## config.mk

```make
export PLATFORM = sky130hd
export DESIGN_NAME = exc_seq
export DESIGN_NICKNAME = d
export VERILOG_FILES = /design/src/rtl/exc_pkg.sv /design/src/rtl/exc_prio_enc.sv /design/src/rtl/exc_seq.sv
export SDC_FILE = /design/constraint.sdc
export NUM_CORES = 1
export LEC_CHECK = 0
export ABC_AREA = 0
export CORE_ASPECT_RATIO = 0.75
export CORE_MARGIN = 8
export CORE_UTILIZATION = 34
export DETAILED_ROUTE_END_ITERATION = 7
export PLACE_DENSITY = 0.91
export SETUP_SLACK_MARGIN = 0.02
export SLEW_MARGIN = 20
export SYNTH_ARGS = -nofsm -noshare
export SYNTH_HDL_FRONTEND = slang
export SYNTH_SLANG_ARGS = --single-unit
```

## constraint.sdc

```tcl
create_clock -name clk -period 2.6 [get_ports clk]
set_input_delay 0.52 -clock clk [delete_from_list [all_inputs] [get_ports clk]]
set_output_delay 0.52 -clock clk [all_outputs]
set_load 0.1 [all_outputs]
```

## src/rtl/exc_pkg.sv

```systemverilog
// Shared definitions for the exception sequencer: state encoding, cause codes,
// exception vector addresses and the PC source mux code.
package exc_pkg;

  localparam logic [2:0] ST_IDLE     = 3'd0;
  localparam logic [2:0] ST_SAVE_EPC = 3'd1;
  localparam logic [2:0] ST_MEM_REQ  = 3'd2;
  localparam logic [2:0] ST_MEM_WAIT = 3'd3;
  localparam logic [2:0] ST_LOAD_PC  = 3'd4;
  localparam logic [2:0] ST_DONE     = 3'd5;

  localparam logic [1:0] CAUSE_OPCODE = 2'd0;
  localparam logic [1:0] CAUSE_OVF    = 2'd1;
  localparam logic [1:0] CAUSE_DIV0   = 2'd2;

  localparam logic [7:0] VEC_OPCODE = 8'd253;
  localparam logic [7:0] VEC_OVF    = 8'd254;
  localparam logic [7:0] VEC_DIV0   = 8'd255;

  localparam logic [2:0] PC_SRC_DEF = 3'b000;
  localparam logic [2:0] PC_SRC_MEM = 3'b101;

  typedef struct packed {
    logic [1:0] cause;
    logic [7:0] vec;
  } exc_sel_t;

  function automatic logic [31:0] vec_addr(input logic [7:0] v);
    return {24'd0, v};
  endfunction

endpackage

```

## src/rtl/exc_prio_enc.sv

```systemverilog
// Combinational priority encoder: opcode > overflow > div-by-zero, producing
// the cause code and the exception vector byte address.
module exc_prio_enc
  import exc_pkg::*;
(
  input  logic     opcode_req,
  input  logic     ovf_req,
  input  logic     div0_req,
  output logic     hit,
  output exc_sel_t sel
);

  always_comb begin
    hit       = opcode_req | ovf_req | div0_req;
    sel.cause = CAUSE_OPCODE;
    sel.vec   = VEC_OPCODE;
    if (opcode_req) begin
      sel.cause = CAUSE_OPCODE;
      sel.vec   = VEC_OPCODE;
    end else if (ovf_req) begin
      sel.cause = CAUSE_OVF;
      sel.vec   = VEC_OVF;
    end else if (div0_req) begin
      sel.cause = CAUSE_DIV0;
      sel.vec   = VEC_DIV0;
    end
  end

endmodule

```

## src/rtl/exc_seq.sv

```systemverilog
// Exception sequencer: saves EPC, fetches the handler byte from the vector
// address and loads it into the PC. Optional macro DIV0_EXC_EN adds div-by-zero.
module exc_seq
  import exc_pkg::*;
#(
  parameter int MEM_LAT = 2
) (
  input  logic        clk,
  input  logic        reset,
  input  logic        opcode_exc,
  input  logic        ovf_exc,
  input  logic        div0_exc,
  input  logic [31:0] pc_in,
  input  logic [7:0]  mem_byte,
  output logic [2:0]  pc_src_sel,
  output logic        pc_write,
  output logic        epc_write,
  output logic [31:0] epc_data,
  output logic [31:0] mem_addr,
  output logic        mem_rd,
  output logic [1:0]  cause,
  output logic        busy,
  output logic        exc_done
);

  localparam logic [2:0] WAIT_INIT = 3'(MEM_LAT - 1);

  logic [2:0] state;
  logic [2:0] state_nxt;
  logic [2:0] cnt;
  logic [2:0] cnt_dec;
  logic [1:0] cause_q;
  logic [7:0] vec_q;
  logic       hit;
  logic       div0_req;
  exc_sel_t   sel;

`ifdef DIV0_EXC_EN
  assign div0_req = div0_exc;
`else
  logic unused_div0;
  assign div0_req    = 1'b0;
  assign unused_div0 = div0_exc;
`endif

  // The handler byte reaches the PC through the external source mux, not here.
  logic unused_mem_byte;
  assign unused_mem_byte = ^mem_byte;

  exc_prio_enc u_prio (
    .opcode_req (opcode_exc),
    .ovf_req    (ovf_exc),
    .div0_req   (div0_req),
    .hit        (hit),
    .sel        (sel)
  );

  assign cnt_dec = cnt - 3'd1;

  always_comb begin
    state_nxt = state;
    case (state)
      ST_IDLE:     if (hit) state_nxt = ST_SAVE_EPC;
      ST_SAVE_EPC: state_nxt = ST_MEM_REQ;
      ST_MEM_REQ:  state_nxt = (WAIT_INIT == 3'd0) ? ST_LOAD_PC : ST_MEM_WAIT;
      ST_MEM_WAIT: if (cnt_dec == 3'd0) state_nxt = ST_LOAD_PC;
      ST_LOAD_PC:  state_nxt = ST_DONE;
      ST_DONE:     state_nxt = ST_IDLE;
      default:     state_nxt = ST_IDLE;
    endcase
  end

  always_ff @(posedge clk) begin
    if (reset) begin
      state   <= ST_IDLE;
      cnt     <= 3'd0;
      cause_q <= CAUSE_OPCODE;
      vec_q   <= 8'd0;
    end else begin
      state <= state_nxt;
      // Cause and vector are captured only on IDLE exit and frozen while busy.
      if (state == ST_IDLE && hit) begin
        cause_q <= sel.cause;
        vec_q   <= sel.vec;
      end
      if (state == ST_MEM_REQ)
        cnt <= WAIT_INIT;
      else if (state == ST_MEM_WAIT)
        cnt <= cnt_dec;
    end
  end

  always_comb begin
    pc_src_sel = PC_SRC_DEF;
    pc_write   = 1'b0;
    epc_write  = 1'b0;
    epc_data   = 32'd0;
    mem_addr   = 32'd0;
    mem_rd     = 1'b0;
    exc_done   = 1'b0;
    case (state)
      ST_SAVE_EPC: begin
        epc_write = 1'b1;
        epc_data  = pc_in - 32'd4;
      end
      ST_MEM_REQ: begin
        mem_addr = vec_addr(vec_q);
        mem_rd   = 1'b1;
      end
      ST_MEM_WAIT: mem_addr = vec_addr(vec_q);
      ST_LOAD_PC: begin
        pc_src_sel = PC_SRC_MEM;
        pc_write   = 1'b1;
      end
      ST_DONE:     exc_done = 1'b1;
      default:     ;
    endcase
  end

  assign cause = cause_q;
  assign busy  = (state != ST_IDLE);

endmodule

```

==> flow_summary.toml, run 1 <==
[synthesis]
synth.distinct_cells = 41
synth_common_cells = "35 x buf_4, 26 x nor2_1, 18 x a21oi_1, 10 x nand2_1, 10 x or4_1"
yosysTopAreaCell = "buf_4"
synthCells = 218
yosysWarnings = 0
synthArstFlopShare_pct = 0
avgSynthCellArea_um2 = 6.98
synth_area_leaders = "buf_4 17%, dfxtp_1 12%, nor2_1 6.4%"
ys.flop_type = "dfxtp_1"
ys_seq_elements = 9
synth_top_area_share_pct = 17.3
synth_edf_count = 0
ys_seq_area_share_pct = 11.8
syn_area_mm2 = 0.00152
yosysMostFrequentCell = "buf_4"

[worst_hold_path]
holdPathStages = 2
min_path_type = "flop to flop"

[global_route]
gr-usage-met3_pct = 9.68
gr-total-overflow = 0
grt.busiest_layer = "met2"
grt_pass1_vias = 2695
grt_max_degree = 17
grtUsageTotal_pct = 28.6
antenna_found_initial = 0
grt_util_met2_pct = 47.5
met1_usage_pct = 29.8
grt_pass1_wl_mm = 15.3

[sta]
fin_ws_ps = -390
setup_viol = 17
final_hold_viol_count = 0
worstMarginPinSlew_ps = 682
fin_worst_skew_ps = 10.7
timing.slew.headroom_pct = 54.2
period_minus_slack_ps = 2990
fmax_mhz = 334
drv_slew = 0
fin_crit_sh_pct = 115
rsz0062_at_grt = "yes"

[worst_setup_path]
critical-path-slowest-cell = "or4_4"
cp_max_fo = 6
path_class = "primary input to output pin"
worstPathRequired_ps = 2080
worstSetupPathDepth = 6
critPathBufInv = 2
startpoint_type = "primary input"
reg2reg_depth = 4
slowest_delay_ps = 630
crit_chain = "dlygate4sd2_1, nor3_2, nand4_1, or4_4, a21oi_4, buf_12"
endpoint_kind = "output pin"
arrival_ps = 2470
cp_top_family = "simple AND/OR/NAND/NOR gates"

[drt]
vias = 2797
drtIter0Drc = 355
dr.pass1.iters = 6
drc = 0
drt-wirelength-per-cell_um = 28.4
vias_per_cell = 6.39
ant_nets = 0
wirelength_mm = 12.5

[clocking]
htree_levels = 1
cts_max_path_buffers = 2
clkSinkCount = 9
clkTransAtPathRegs_ps = 50
cts_tree = "built"
cts_hold_repair.buffers = 0
cts-buffers-inserted = 3
clockRootBuffer = "clkbuf_8"
clock_latency_ps = 260

[finish]
nets = 428
drive_above_1_share_pct = 63.6
areaGrowthSynthToFinish_pct = 156
instances_no_fill = 438

[die]
dieArea_mm2 = 0.00689
die_h_um = 73.9
initial_core_util_pct = 34.7
ios = 119
core_mm2 = 0.00439
num_rows = 21
fp.dieW_um = 93.2

[pwr]
powerDensity_mw_per_mm2 = 382
ir_worst_vdd_mv = 0.291
p_leak_uw = 0.00163
power_uw = 1480

[outcome]
violations = "negative setup slack"
status = "finished, violations left"

[placed_design]
dpl.cell_count = 403
numPortBuffers = 83
place.detailed.hpwl_mm = 6.08
routabilityCongestion = 0.917

[flow_run]
maxCapViolations = 0
logic make-up (layout without fill, tap and decap cells):
group	after synthesis	in the layout	synth area share, %
DFF	9	9	11.8
adders and majority gates	3	3	2.47
muxes	2	2	1.32
and+or+nand+nor	102	102	41.1
xor gates and xnor gates	12	12	6.91
AOI/OAI and AO/OA	39	39	15.1
buffers and inverters	50	186	21.0
other	1	28	0.246
cell type report:
type | count | area (µm²)
Inverter | 9 | 38.8
Tap cell | 57 | 71.3
Antenna cell | 2 | 5.00
Timing Repair Buffer | 173 | 1850
Clock buffer | 4 | 45.0
Fill cell | 146 | 500
Multi-Input combinational cell | 184 | 1700
Sequential cell | 9 | 180
stage by stage:
| step | setup TNS, ps | setup slack, ps | utilization, % | hold WS, ps | area, µm² |
|---|---|---|---|---|---|
| floorplan | -5890 | -497 | - | 432 | 1920 |
| global placement | -8270 | -553 | 74.9 | 440 | 3290 |
| detailed placement | -10800 | -701 | 74.9 | 472 | 3290 |
| CTS | -1790 | -273 | 83.5 | 478 | 3660 |
| global route | -4470 | -388 | 88.5 | 492 | 3880 |
| finish | -3980 | -390 | 88.6 | 490 | 3890 |
registers in the layout (all words and copies together), names as in the netlist:
register and flops:
vec_q 3, state 3, cnt 3
where the power goes:
part / leakage [µW] / switching (µW) / internal, µW
Clock: 0.0000228 / 77.0 / 108
Combinational: 0.00153 / 803 / 333
Sequential: 0.0000741 / 13.2 / 149
layout by cell type, fill, tap and decap left out, types with 8 or more instances in the layout:
master / count
a21oi_4: 8
buf_12: 33
buf_2: 10
buf_4: 83
buf_6: 29
clkdlybuf4s50_1: 9
conb_1: 26
dfxtp_1: 9
nand2_1: 9
nand2b_1: 8
nor2_1: 11
nor2_4: 14
or4_4: 9
routing by layer:
metal	wire length, µm	part of all wire [%]
met1	4040	32
met2	5790	46
met3	1620	13
met4	1020	8.2
met5	0	0
path summary, 6_finish.rpt:
path / slack, ps / startpoint / endpoint
setup / recovery: -390 / pc_in[23] / epc_data[29]
hold / removal: 490 / cnt[1] / cnt[1]
setup reg to reg: 930 / state[0] / vec_q[1]
hold reg to reg: 490 / cnt[1] / cnt[1]
timing repair:
action	4_1_cts	5_1_grt
setup endpoints to repair	27	21
setup buffers	23	9
resized for setup	135	35
pin swaps	37	26
worst min-delay path: stages, from the launching register on:
cell and delay, ps:
dfxtp_1 310, nand2_1 60, a21oi_1 60
(Power assumes the default switching activity.)
==> run 2: changes to the inputs <==
- CELL_PAD_IN_SITES_DETAIL_PLACEMENT: default -> 0
- CELL_PAD_IN_SITES_GLOBAL_PLACEMENT: default -> 1
- CORE_UTILIZATION: 34 -> 22
==> run 2 against run 1 <==
The flow still finishes with violations (negative setup slack); sequential share of layout area decreased by 0.17 points; register-to-register slack improved by 220 ps; hold slack got worse by 23 ps; global-route usage decreased by 14 points; first-iteration DRC count decreased by 72%; routed wire length decreased by 34%; sequential power decreased by 3%; power decreased by 4.5%; critical path depth increased by 4; die area increased by 43%; worst setup slack improved by 120 ps.
==> flow_summary.toml, run 2 (synthesized netlist as in run 1, its figures left out) <==
[die]
core_mm2 = 0.00677
initial_core_util_pct = 22.5
die_h_um = 88.0
ios = 119
num_rows = 26
fp.dieW_um = 112
dieArea_mm2 = 0.00986

[drt]
ant_nets = 0
drt-wirelength-per-cell_um = 17.2
vias = 2209
wirelength_mm = 8.18
drtIter0Drc = 98
dr.pass1.iters = 4
drc = 0
vias_per_cell = 4.64

[worst_setup_path]
endpoint_kind = "output pin"
worstPathRequired_ps = 2080
startpoint_type = "primary input"
arrival_ps = 2350
cp_max_fo = 4
path_class = "primary input to output pin"

[placed_design]
post-place-ws_ps = -755
routabilityCongestion = 0.855
numPortBuffers = 83
place.detailed.hpwl_mm = 5.73

[finish]
areaGrowthSynthToFinish_pct = 165
largestRegisters = "cnt (3), state (3), vec_q (3)"
mostFrequentLayoutCells = "93 x buf_4, 35 x buf_12, 29 x buf_6"
antenna_cells = 0
drive_above_1_share_pct = 65.6
nets = 441
regArea_um2 = 180
fillers = 520
final_common_cell = "buf_4"
multiInputGateArea_mm2 = 0.00169
fin_util_pct = 59.6

[flow_run]
maxCapViolations = 0

[global_route]
gr-total-overflow = 0
grt_pass1_wl_mm = 11.4
grt_pass1_vias = 2259
antenna_found_initial = 0
grtUsageTotal_pct = 14.1
grt_max_degree = 28

[sta]
fmax_mhz = 349
rsz0062_at_grt = "yes"
period_minus_slack_ps = 2870
fin_crit_sh_pct = 110
worstMarginPinSlew_ps = 602
fin_ws_ps = -265
drv_slew = 0
setup_viol = 14
final_hold_viol_count = 0
fin_worst_skew_ps = 3.57
timing.slew.headroom_pct = 59.5
holdWs_ps = 466

[clocking]
cts_tree = "built"
clockRootBuffer = "clkbuf_8"
cts-buffers-inserted = 3
cts_max_path_buffers = 2
clkTransAtPathRegs_ps = 40
clkSinkCount = 9
clock_latency_ps = 230
htree_levels = 1

[pwr]
p_leak_uw = 0.00170
ir_worst_vdd_mv = 0.162
powerDensity_mw_per_mm2 = 352
power_uw = 1420

[worst_hold_path]
min_path_type = "flop to flop"

[outcome]
violations = "negative setup slack"
status = "finished, violations left"
run 2: cell types whose count changed in the layout (fill, tap and decap cells not counted), sizes merged:
cell / change
diode: -2
buf: +12
clkbuf: +2
dlymetal6s2s: -1
run 2: final timing paths:
check,slack [ps],to,cells past startpoint,startpoint
worst min-delay path,470,cnt[1],2,cnt[1]
worst min register to register,470,cnt[1],2,cnt[1]
worst max-delay path,-270,epc_data[30],10,pc_in[11]
worst max register to register,1150,vec_q[0],5,state[0]
run 2: power by group:
part	switching (µW)	internal, µW	leakage, µW	total [µW]
Clock	55.9	107	0.0000228	163
Combinational	755	342	0.00161	1100
Sequential	8.67	150	0.0000741	158
Total	820	598	0.00170	1420
run 2: routing by layer:
metal | track usage [%] | wire (µm) | vias to the layer above
li1 | - | - | 1063
met1 | 15.6 | 3200 | 1080
met2 | 27.7 | 4570 | 56
met3 | 2.75 | 279 | 10
met4 | 2.80 | 130 | 0
met5 | 0 | 0 | -
run 2: repair_timing:
item / CTS / global route
pin swaps: 24 / 33
setup endpoints to repair: 27 / 24
resized for setup: 128 / 52
buffers inserted: 24 / 18
hold buffers: 0 / 0
run 2: worst max-delay path, cell delays in order:
cell and delay [ps]:
buf_8 100, buf_6 110, nor4_4 260, buf_4 170, buf_4 120, buf_6 90
nand4b_1 150, or4_4 470, a21oi_4 160, buf_12 190
run 2: area by class of cell:
| class | instances | area share [%] |
|---|---|---|
| Timing Repair Buffer | 186 | 49.1 |
| Multi-Input combinational cell | 184 | 41.8 |
| Sequential cell | 9 | 4.47 |
| Tap cell | 84 | 2.61 |
| Clock buffer | 4 | 1.12 |
| Inverter | 9 | 0.962 |
run 2: metrics by stage:
stage               cell area, µm²  instances  TNS, ps
global placement              3340        433    -9480
floorplan                     1920        243    -5890
global route                  4030        476    -3080
finish                        4030        476    -2230
detailed placement            3340        433   -11020
CTS                           3730        461    -1800
